--- src/rtl/xvc_shift_ctrl.sv ---
// rtl/xvc_shift_ctrl.sv - JTAG vector shift controller driving TCK/TMS/TDI and capturing TDO
module xvc_shift_ctrl (
    input  logic        ACLK,
    input  logic        ARESETN,
    input  logic        start,
    input  logic [5:0]  length,
    input  logic [31:0] tms_vec,
    input  logic [31:0] tdi_vec,
    input  logic [7:0]  clk_div,
    output logic        busy,
    output logic        done,
    output logic [31:0] tdo_vec,
    output logic        tck,
    output logic        tms,
    output logic        tdi,
    input  logic        tdo
);

    typedef enum logic [1:0] {
        S_IDLE = 2'd0,
        S_LOW  = 2'd1,
        S_HIGH = 2'd2,
        S_DONE = 2'd3
    } state_t;

    state_t      state_q, state_d;
    logic [5:0]  len_q, len_d;
    logic [31:0] tms_vec_q, tms_vec_d;
    logic [31:0] tdi_vec_q, tdi_vec_d;
    logic [7:0]  div_q, div_d;
    logic [7:0]  cnt_q, cnt_d;
    logic [4:0]  idx_q, idx_d;
    logic [31:0] tdo_vec_q, tdo_vec_d;
    logic        tck_q, tck_d;
    logic        tms_q, tms_d;
    logic        tdi_q, tdi_d;
    logic        busy_q, busy_d;
    logic        done_q, done_d;

    // Requests longer than the 32-bit vectors are clamped to a full-width shift
    logic [5:0]  len_eff;
    logic [4:0]  idx_nxt;
    logic        last_bit;

    assign len_eff  = (length > 6'd32) ? 6'd32 : length;
    assign idx_nxt  = idx_q + 5'd1;
    assign last_bit = ({1'b0, idx_q} == (len_q - 6'd1));

    // Next-state and registered-output computation for the shift sequencer
    always_comb begin
        state_d   = state_q;
        len_d     = len_q;
        tms_vec_d = tms_vec_q;
        tdi_vec_d = tdi_vec_q;
        div_d     = div_q;
        cnt_d     = cnt_q;
        idx_d     = idx_q;
        tdo_vec_d = tdo_vec_q;
        tck_d     = tck_q;
        tms_d     = tms_q;
        tdi_d     = tdi_q;
        busy_d    = busy_q;
        done_d    = 1'b0;

        case (state_q)
            S_IDLE: begin
                if (start) begin
                    len_d     = len_eff;
                    tms_vec_d = tms_vec;
                    tdi_vec_d = tdi_vec;
                    div_d     = clk_div;
                    cnt_d     = clk_div;
                    idx_d     = 5'd0;
                    tdo_vec_d = 32'd0;
                    tck_d     = 1'b0;
                    if (len_eff == 6'd0) begin
                        // Nothing to shift: report completion straight away
                        state_d = S_DONE;
                        done_d  = 1'b1;
                        busy_d  = 1'b0;
                    end else begin
                        state_d = S_LOW;
                        busy_d  = 1'b1;
                        tms_d   = tms_vec[0];
                        tdi_d   = tdi_vec[0];
                    end
                end
            end

            S_LOW: begin
                if (cnt_q == 8'd0) begin
                    state_d = S_HIGH;
                    tck_d   = 1'b1;
                    cnt_d   = div_q;
                end else begin
                    cnt_d = cnt_q - 8'd1;
                end
            end

            S_HIGH: begin
                if (cnt_q == 8'd0) begin
                    // Sample TDO at the end of the high phase, just before the falling edge
                    tdo_vec_d[idx_q] = tdo;
                    tck_d            = 1'b0;
                    if (!last_bit) begin
                        state_d = S_LOW;
                        idx_d   = idx_nxt;
                        cnt_d   = div_q;
                        tms_d   = tms_vec_q[idx_nxt];
                        tdi_d   = tdi_vec_q[idx_nxt];
                    end else begin
                        state_d = S_DONE;
                        done_d  = 1'b1;
                        busy_d  = 1'b0;
                    end
                end else begin
                    cnt_d = cnt_q - 8'd1;
                end
            end

            S_DONE: begin
                state_d = S_IDLE;
            end

            default: begin
                state_d = S_IDLE;
            end
        endcase
    end

    // State and output registers with synchronous active-low reset
    always_ff @(posedge ACLK) begin
        if (!ARESETN) begin
            state_q   <= S_IDLE;
            len_q     <= 6'd0;
            tms_vec_q <= 32'd0;
            tdi_vec_q <= 32'd0;
            div_q     <= 8'd0;
            cnt_q     <= 8'd0;
            idx_q     <= 5'd0;
            tdo_vec_q <= 32'd0;
            tck_q     <= 1'b0;
            tms_q     <= 1'b0;
            tdi_q     <= 1'b0;
            busy_q    <= 1'b0;
            done_q    <= 1'b0;
        end else begin
            state_q   <= state_d;
            len_q     <= len_d;
            tms_vec_q <= tms_vec_d;
            tdi_vec_q <= tdi_vec_d;
            div_q     <= div_d;
            cnt_q     <= cnt_d;
            idx_q     <= idx_d;
            tdo_vec_q <= tdo_vec_d;
            tck_q     <= tck_d;
            tms_q     <= tms_d;
            tdi_q     <= tdi_d;
            busy_q    <= busy_d;
            done_q    <= done_d;
        end
    end

    assign busy    = busy_q;
    assign done    = done_q;
    assign tdo_vec = tdo_vec_q;
    assign tck     = tck_q;
    assign tms     = tms_q;
    assign tdi     = tdi_q;

endmodule

--- config.mk ---
export PLATFORM = sky130hd
export DESIGN_NAME = xvc_shift_ctrl
export DESIGN_NICKNAME = d
export VERILOG_FILES = /design/src/rtl/xvc_shift_ctrl.sv
export SDC_FILE = /design/constraint.sdc
export NUM_CORES = 1
export LEC_CHECK = 0
export BUFFER_PORTS_ARGS = -buffer_cell sky130_fd_sc_hd__buf_2
export CAP_MARGIN = 20
export CORE_UTILIZATION = 25
export DETAILED_ROUTE_END_ITERATION = 7
export HOLD_SLACK_MARGIN = 0.1
export PLACE_DENSITY = 0.52
export SYNTH_ARGS = -nofsm -noshare
export SYNTH_HDL_FRONTEND = slang
export SYNTH_SLANG_ARGS = --single-unit
--- constraint.sdc ---
create_clock -name ACLK -period 4.05 [get_ports ACLK]
set_clock_uncertainty 0.15 [all_clocks]
set_input_delay 0.81 -clock ACLK [delete_from_list [all_inputs] [get_ports ACLK]]
set_output_delay 0.81 -clock ACLK [all_outputs]
set_load 0.02 [all_outputs]
==> results of run 1 <==
==> worst register-to-register path: stages (launching register included) <==
cell and delay, ns:
dfxtp_1 0.46, inv_1 0.13, ha_1 0.51, mux4_2 0.56, mux4_2 0.47, a32o_1 0.22
a211oi_1 0.22, a311oi_1 0.11
==> per-stage QoR <==
stage	power, uW	worst slack [ns]	hold WS (ns)
3_5_place_dp	3098	1.076	0.2970
3_3_place_gp	3093	1.131	0.2945
5_1_grt	5020	0.8512	0.3220
6_report	4712	1.075	0.3023
4_1_cts	4766	1.063	0.3048
2_1_floorplan	2740	0.3452	0.2831
==> routing by layer <==
metal  wire, um  vias up  GRT usage [%]
met1       8762     2591          19.36
met4        334        0          5.332
met5          0        -              0
li1           -     2876              -
met3        665       20          2.865
met2       8296      134          22.91
==> power groups by stage <==
stage / Combinational [uW] / Sequential (uW) / Clock, uW
after floorplan: 1120 / 1620 / 0
after global placement: 1430 / 1660 / 0
after detailed placement: 1440 / 1660 / 0
after CTS: 1450 / 1630 / 1690
after global routing: 1620 / 1660 / 1750
final: 1430 / 1630 / 1650
==> cell type report <==
type	instances	area (um2)
inverters	18	68.82
clock inverters	13	183.9
fillers	2628	16660
multi-input cells	575	3277
clock buffers	19	452.9
repair buffers	128	665.6
well taps	324	405.4
flip-flops and latches	130	2603
==> cells by family after synthesis <==
group / Yosys count / synth area share, %
simple gates: 294 / 20.13
compound gates: 232 / 21.34
flops: 130 / 41.99
buf+inv: 78 / 5.208
mux: 28 / 7.650
xor+xnor: 11 / 1.675
fa+ha+maj: 10 / 2.019
==> worst max-delay path by stage <==
stage / slack (ns) / start / endpoint / depth (start not counted)
2_1_floorplan: 0.35 / idx_q[0]$_SDFFE_PN0P_ / tms$_SDFFE_PN0P_ / 10
3_3_place_gp: 1.13 / idx_q[1]$_SDFFE_PN0P_ / tms$_SDFFE_PN0P_ / 7
3_5_place_dp: 1.08 / idx_q[1]$_SDFFE_PN0P_ / tms$_SDFFE_PN0P_ / 7
4_1_cts: 1.06 / idx_q[1]$_SDFFE_PN0P_ / tms$_SDFFE_PN0P_ / 7
5_1_grt: 0.85 / idx_q[1]$_SDFFE_PN0P_ / tms$_SDFFE_PN0P_ / 8
6_report: 1.08 / idx_q[1]$_SDFFE_PN0P_ / tms$_SDFFE_PN0P_ / 7
==> sequential cells by signal, summed over array words and instances (netlist names), 2 cells and up <==
signal     count
tdi_vec_q     32
idx_q          5
state_q        2
tms_vec_q     32
len_q          6
div_q          8
tdo_vec       32
cnt_q          8
==> synth_stat cells, types with 8 or more instances <==
cell type and instances:
nor3_1 12, nand3_1 15, mux4_2 15, o211ai_1 9, a21oi_1 145, o21ai_0 44, ha_1 10, nor2_1 31
clkbuf_1 43, inv_1 15, buf_1 8, nand2_1 203, dfxtp_1 130, mux2i_1 8
==> placed cells by master (no fill, tap or decap), drive strengths merged, types with 6 or more instances in the layout <==
cell	Yosys	final
clkbuf	43	19
a21oi	146	146
nand3b	7	7
clkinv	3	9
ha	10	10
nand3	15	15
inv	15	15
o211ai	9	9
xor2	7	7
o21ai	45	45
nor3	13	13
buf	17	128
o31ai	6	6
mux4	15	15
nor2	31	31
dfxtp	130	130
mux2i	8	8
nand2	203	203
==> flow_summary.toml, run 1 <==
[outcome]
status = "complete, no violations"

[logic_synthesis]
postSynth.asyncResetShare_pct = 0
synth_edf_count = 0
synth_seq_area_share_pct = 41.99
synth_area_um2 = 6198
synth_top_area_share_pct = 41.99
syn_nets = 875
ys_warn_count = 0
synth_area_leaders = "dfxtp_1 (42%), nand2_1 (12%), a21oi_1 (12%)"
synthFlopType = "dfxtp_1"
synth_top_area_cell = "dfxtp_1"
syn_avg_cell_area_um2 = 7.916
synth.distinct_cells = 55
ys_ff_latch = 130
syn_inst = 783

[timing]
timing.final.crit_share_pct = 73.46
layout_min_cycle_time_ns = 2.975
hold_violations = 0
slew_viol_final = 0
rsz0062_at_grt = "false"
slew_headroom_pct = 32.01
clock.fmax_mhz = 336.1
worst_slew_pin_slew_ns = 1.012
setup_viol = 0
fin_setup_tns_ns = 0

[setup_path]
ff2ff_path_depth = 7
cp_top_family = "multiplexers"
crit_fanout = 7
startpoint_type = "flop"
cpMaxStageDelayCell = "mux4_2"
path_cells = "inv_1, ha_1, mux4_2, mux4_2, a32o_1, a211oi_1, a311oi_1"
worst-endpoint-required_ns = 4.17
worstPathBufferInverterCount = 1
cpPeakStageDelay_ns = 0.55
timing.rr.end = "tms$_SDFFE_PN0P_"
worstSetupPathType = "reg2reg"
crit_top_cell = "mux4_2"
arrival_ns = 3.09
rr_startpoint = "idx_q[1]$_SDFFE_PN0P_"
rrSetupSlack_ns = 1.08
crit_path_end_kind = "flop"

[grt]
antenna_found_initial = 0
grt_util_all_layers_pct = 14.45
grt_overflow_total = 0
grt_first_pass_wirelength_um = 28970
grt_pass1_vias = 5391
grt_max_degree = 80

[clocking]
cts-hold-fix-buffers = 0
cts-root-buf = "clkbuf_16"
cts-htree-levels = 4
cts_resized = 0
cts_max_path_buffers = 2
clock_latency_ns = 0.42
cts_tree = "done"
cts.sinks = 130
clk_pin_slew_worst_paths_ns = 0.06
post_cts.repair.setup_buffers = 0
cts_buffers = 17

[drt]
viasPerCell = 4.657
ant_nets = 0
drt_iter0_drc = 416
num_vias = 5621
routedWlPerCell_um = 14.96
drt-pass1-iter-count = 5
remaining_drc_errors = 0
routed_wl_um = 18060

[power]
max-vdd-ir-drop_mv = 0.2604
seq_power_share_pct = 34.6
p_sw_share_pct = 35.09
p_int_uw = 3058
p_switching_uw = 1653
power_frac_clock_pct = 35.1
leakage_uw = 0.002975
power.density_nw_per_um2 = 615.4
comb_power_share_pct = 30.4

[die]
pin_count = 119
dieWidth_um = 159.5
start_util_pct = 25.49
coreArea_um2 = 24320
placementRows = 57
dieArea_um2 = 25430
die_y_um = 159.5

[worst_hold_path]
hp-start = "tms_vec_q[27]$_SDFFE_PN0P_"
min_path_cells = 2
min_to = "tms_vec_q[27]$_SDFFE_PN0P_"
hold_path.class = "reg2reg"

[finish]
finish.instance_area_um2 = 7656
utilization_pct = 31.48
fin_cells = 1207
diodes = 0
layout-area-overhead-vs-synth_pct = 23.52
drive_above_1_share_pct = 21.63
final_nets = 962

[place]
dpl_cell_area_um2 = 7019
hpwl_um = 12670
gp_congestion = 0.7453
place_inst = 1175
port_buffers = 118

[job]
max-cap-violations = 0
(Power assumes the default switching activity.)
==> run 2: changes to the inputs <==
- PLACE_DENSITY: 0.52 -> 0.54
- clock period: 4.05 -> 2.53 ns (I/O delays scaled with it)
==> run 2 against run 1 <==
Effect of this change: combinational power grew 77%; highest routed layer unchanged; worst hold slack got worse by 0.13 ns; cell count rose by 2.8%.
==> flow_summary.toml, run 2 (same netlist as run 1, synthesis figures left out) <==
[grt]
grt_first_pass_wirelength_um = 29410
met3_usage_pct = 2.475
grt_overflow_total = 0
grt_use_met1_pct = 19.23
grtUsageMet2_pct = 23.72
grt_util_all_layers_pct = 14.48
grt_max_degree = 79
grt.busiest_layer = "met2"
grt_pass1_vias = 5583
antenna_found_initial = 0

[place]
preCtsSetupSlack_ns = 0.01410
gp_congestion = 0.7723
port_buffers = 118
place_inst = 1209
hpwl_um = 12940

[timing]
fin_setup_tns_ns = 0
worst_slew_pin_slew_ns = 0.5954
timing.final.crit_share_pct = 97.98
hold_ws_ns = 0.1676
slew_headroom_pct = 59.75
setup_viol = 0
slew_viol_final = 0
hold_violations = 0
layout_min_cycle_time_ns = 2.479
clock.fmax_mhz = 403.4
worst_slack_ns = 0.05115
rsz0062_at_grt = "true"

[drt]
routed_wl_um = 18150
routedWlPerCell_um = 14.63
remaining_drc_errors = 0
drt-pass1-iter-count = 5
viasPerCell = 4.686
num_vias = 5815
drt_iter0_drc = 405
ant_nets = 0

[job]
max-cap-violations = 0

[setup_path]
worstSetupPathType = "reg2reg"
crit_fanout = 7
ff2ff_path_depth = 7
cp_top_family = "multiplexers"
path_cells = "inv_4, ha_4, mux4_2, mux4_2, a32o_1, a211oi_2, a311oi_1"
crit_cells = 7
rr_startpoint = "idx_q[0]$_SDFFE_PN0P_"
arrival_ns = 2.62
cpPeakStageDelay_ns = 0.50
timing.rr.end = "tms$_SDFFE_PN0P_"
crit_path_end_kind = "flop"
cpMaxStageDelayCell = "mux4_2"
worstPathBufferInverterCount = 1
rrSetupSlack_ns = 0.05
worst-endpoint-required_ns = 2.67
crit_top_cell = "mux4_2"
startpoint_type = "flop"

[die]
pin_count = 119
placementRows = 57
die_y_um = 159.5
dieArea_um2 = 25430
start_util_pct = 25.49
dieWidth_um = 159.5
coreArea_um2 = 24320

[clocking]
cts-root-buf = "clkbuf_16"
cts-hold-fix-buffers = 0
cts.sinks = 130
cts-htree-levels = 4
cts_tree = "done"
cts_buffers = 17
clock_latency_ns = 0.42
clk_pin_slew_worst_paths_ns = 0.06
cts_max_path_buffers = 2

[power]
power_frac_clock_pct = 31.9
p_sw_share_pct = 36.04
max-vdd-ir-drop_mv = 0.4929
seq_power_share_pct = 34.3
p_total_uw = 7475
p_switching_uw = 2694
comb_power_share_pct = 33.8
power.density_nw_per_um2 = 942.7
leakage_uw = 0.003163
p_int_uw = 4782

[worst_hold_path]
hold_path.class = "in2reg"
min_to = "tdi_vec_q[31]$_SDFFE_PN0P_"
hp-start = "tdi_vec[31]"
min_path_cells = 3

[finish]
layout_common_cells = "nand2_1 (202), a21oi_1 (145), dfxtp_1 (128), buf_2 (118), o21ai_0 (43)"
final_nets = 997
fin_cells = 1241
diodes = 0
layout_commonest_cell = "nand2_1"
drive_above_1_share_pct = 25.63
layout-area-overhead-vs-synth_pct = 27.94

[outcome]
status = "complete, no violations"
[run 2: cell types whose count changed in the layout (fill, tap and decap cells not counted), moves of 2 or more]
cell and delta:
buf_12 +2, and2_1 -2, inv_1 -2, dfxtp_1 -2
bufinv_16 -3, and2_2 +2, buf_4 +32
[run 2: metal layers]
metal | routed length, um | vias up
li1 | - | 2953
met1 | 8714 | 2707
met2 | 8560 | 139
met3 | 671 | 16
met4 | 208 | 0
met5 | 0 | -
[run 2: what timing repair did]
item | in CTS | in global routing
buffers inserted | 0 | 1
resized for setup | 0 | 9
endpoints found under the setup margin | 0 | 12
[run 2: tightest hold or removal path: stages]
cell	delay [ns]
buf_2	0.09
nand2_1	0.04
a21oi_1	0.05
[run 2: how the worst max path moves through the flow]
stage | from | endpoint | slack [ns]
floorplan | idx_q[0]$_SDFFE_PN0P_ | tms$_SDFFE_PN0P_ | -0.26
global placement | idx_q[1]$_SDFFE_PN0P_ | tms$_SDFFE_PN0P_ | 0.02
detailed placement | idx_q[1]$_SDFFE_PN0P_ | tms$_SDFFE_PN0P_ | 0.01
CTS | idx_q[1]$_SDFFE_PN0P_ | tms$_SDFFE_PN0P_ | 0.004
global route | idx_q[0]$_SDFFE_PN0P_ | tms$_SDFFE_PN0P_ | -0.05
finish | idx_q[0]$_SDFFE_PN0P_ | tms$_SDFFE_PN0P_ | 0.05
[run 2: final cells by class]
type,instances,area (um2)
clock inverter,12,107.6
fill,2559,16390
clock buffer,19,464.2
inverter,18,71.32
timing repair buffer,163,957.2
tap,324,405.4
sequential,130,2608
multi-input combinational,575,3317
[run 2: power by group through the flow]
stage	Sequential [uW]	Clock, uW	Combinational [uW]
2_1_floorplan	2590	0	1800
3_3_place_gp	2610	0	2510
3_5_place_dp	2610	0	2520
4_1_cts	2570	2440	2530
5_1_grt	2610	2530	2840
6_report	2570	2380	2530
[run 2: metrics by stage]
stage | area (um2) | utilization [%]
after floorplan | 6256 | -
after global placement | 7318 | 30.09
after detailed placement | 7318 | 30.09
after CTS | 7890 | 32.44
after global routing | 7930 | 32.61
final | 7930 | 32.61
==> run 3: changes to the inputs <==
- ABC_AREA: not set -> 1
- CELL_PAD_IN_SITES_DETAIL_PLACEMENT: not set -> 0
- CELL_PAD_IN_SITES_GLOBAL_PLACEMENT: not set -> 1
- PLACE_DENSITY: 0.54 -> 0.67
- TNS_END_PERCENT: not set -> 50
==> run 3 against run 2 <==
Effect of this change: register-to-register slack improved by 0.15 ns; critical path depth rose by 2; sequential power rose by 4%; global-route usage rose by 0.32 points; final area rose by 1.0%; sequential cell count did not move; combinational power rose by 12%.
==> flow_summary.toml, run 3 <==
[clocking]
cts_resized = 0
cts_max_path_buffers = 2
cts_tree = "done"
cts-htree-levels = 4
cts-root-buf = "clkbuf_16"
post_cts.repair.setup_buffers = 0
clock_latency_ns = 0.43
cts-hold-fix-buffers = 0
cts_buffers = 17
cts.sinks = 130
clk_pin_slew_worst_paths_ns = 0.06

[power]
comb_power_share_pct = 35.4
power_frac_clock_pct = 31.2
leakage_uw = 0.003434
p_switching_uw = 3052
p_sw_share_pct = 38.08
power.density_nw_per_um2 = 1000
max-vdd-ir-drop_mv = 0.4848
seq_power_share_pct = 33.4
p_int_uw = 4964
p_total_uw = 8016

[setup_path]
startpoint_type = "flop"
crit_fanout = 42
rr_startpoint = "idx_q[0]$_SDFFE_PN0P_"
crit_path_end_kind = "flop"
arrival_ns = 2.55
worstSetupPathType = "reg2reg"
setup.worst_path.start = "idx_q[0]$_SDFFE_PN0P_"
worst-endpoint-required_ns = 2.75

[drt]
ant_nets = 0
routed_wl_um = 19240
num_vias = 6275
remaining_drc_errors = 0
drt-pass1-iter-count = 6
routedWlPerCell_um = 13.73
drt_iter0_drc = 434
viasPerCell = 4.479

[die]
dieWidth_um = 163.4
placementRows = 58
coreArea_um2 = 25400
pin_count = 119
start_util_pct = 25.64
die_y_um = 163.4
dieArea_um2 = 26690

[timing]
hold_violations = 0
clock.fmax_mhz = 429.6
worst_slack_ns = 0.2021
fin_setup_tns_ns = 0
rsz0062_at_grt = "false"
setup_viol = 0
layout_min_cycle_time_ns = 2.328
worst_slew_pin_slew_ns = 0.6283
slew_headroom_pct = 57.97
slew_viol_final = 0
timing.final.crit_share_pct = 92.01

[finish]
drive_above_1_share_pct = 19.42
fill_cells = 2841
layout_common_cells = "nand2_1 (207), dfxtp_1 (129), buf_2 (118), o21ai_0 (112), a21oi_1 (108)"
final_nets = 1150
seq_area_um2 = 2604
layout-area-overhead-vs-synth_pct = 23.06
layout_commonest_cell = "nand2_1"
diodes = 0
multi_input_comb_area_um2 = 3222

[logic_synthesis]
synth_top_area_cell = "dfxtp_1"
synth.distinct_cells = 37
synth_area_um2 = 6511
syn_inst = 960
synth_area_leaders = "dfxtp_1 (40%), nand2_1 (12%), o21ai_0 (8.6%)"
ys_ff_latch = 130
synth_seq_area_share_pct = 39.97
syn_nets = 1052
ys_warn_count = 0
synth_top_area_share_pct = 39.97
synth_edf_count = 0
synthFlopType = "dfxtp_1"
postSynth.asyncResetShare_pct = 0
syn_avg_cell_area_um2 = 6.783
netlist_top_cells_count = "nand2_1 (208), dfxtp_1 (130), o21ai_0 (112)"
yosysMostFrequentCell = "nand2_1"

[outcome]
status = "complete, no violations"

[worst_hold_path]
hold_path.class = "in2reg"
hp-start = "length[2]"

[grt]
grt_util_all_layers_pct = 14.80
grt_first_pass_wirelength_um = 30840
grt_max_degree = 51
antenna_found_initial = 1
grt_pass1_vias = 5915
grt_overflow_total = 0

[place]
hpwl_um = 13520
preCtsSetupSlack_ns = 0.1981
port_buffers = 118
gp_congestion = 0.7604

[job]
max-cap-violations = 0
-- run 3: cell count changes after synthesis, sizes merged, moves of 10 or more --
cell / delta
inv: +88
nor2: +74
o21ai: +69
nand3: +67
a21oi: -33
mux4: -15
clkbuf: -10
nand2: +10
-- run 3: power groups by stage --
stage               combinational (uW)  clock, uW  sequential [uW]
finish                            2840       2500             2680
global route                      3250       2680             2720
CTS                               2880       2570             2680
detailed placement                2860          0             2720
global placement                  2860          0             2710
floorplan                         2180          0             2690
-- run 3: cell families (layout without fill, tap and decap cells) --
logic type               Yosys count  in the layout  share of synthesized area, %
XOR/XNOR                           6              6                        0.8071
AO/OA/AOI/OAI                    241            241                         19.35
flip-flops                       130            130                         39.97
buffers and inverters            162            273                         10.66
AND/OR/NAND/NOR                  411            411                         27.29
adder cells (fa/ha/maj)           10             10                         1.922
-- run 3: final timing paths --
check        cells past startpoint                         end  slack, ns
min                              3       len_q[2]$_SDFFE_PN0P_       0.19
max reg2reg                      9            tms$_SDFFE_PN0P_       0.20
min reg2reg                      2  tms_vec_q[31]$_SDFFE_PN0P_       0.30
max                              9            tms$_SDFFE_PN0P_       0.20
-- run 3: worst max-delay path, stage by stage (launching register included) --
cell,delay [ns]
dfxtp_2,0.39
buf_4,0.41
nand3_1,0.21
xor2_1,0.55
nand3_1,0.20
nand2_1,0.10
nand2_1,0.05
nand3_1,0.08
nor2_1,0.04
nor2_1,0.08
-- run 3: layout make-up --
type	instances	area share (%)
tap	330	5.153
inverter	104	4.934
multi-input combinational	668	40.21
timing repair buffer	137	9.775
clock buffer	21	5.996
sequential	130	32.50
clock inverter	11	1.437
-- run 3: metal layers --
layer	wire (um)	track usage, %	vias to the layer above
met5	12	0	-
met4	194	3.951	2
met3	884	3.377	19
li1	-	-	3304
met2	8814	23.50	141
met1	9330	19.96	2809
-- run 3: through the flow --
step	cell area, um2	hold WS [ns]	utilization [%]	std cells
global route	8013	0.1849	31.55	1401
finish	8013	0.1885	31.55	1401
global placement	7417	0.2898	29.20	1369
detailed placement	7417	0.2952	29.20	1369
CTS	8013	0.1743	31.55	1401
floorplan	6511	0.2792	-	960
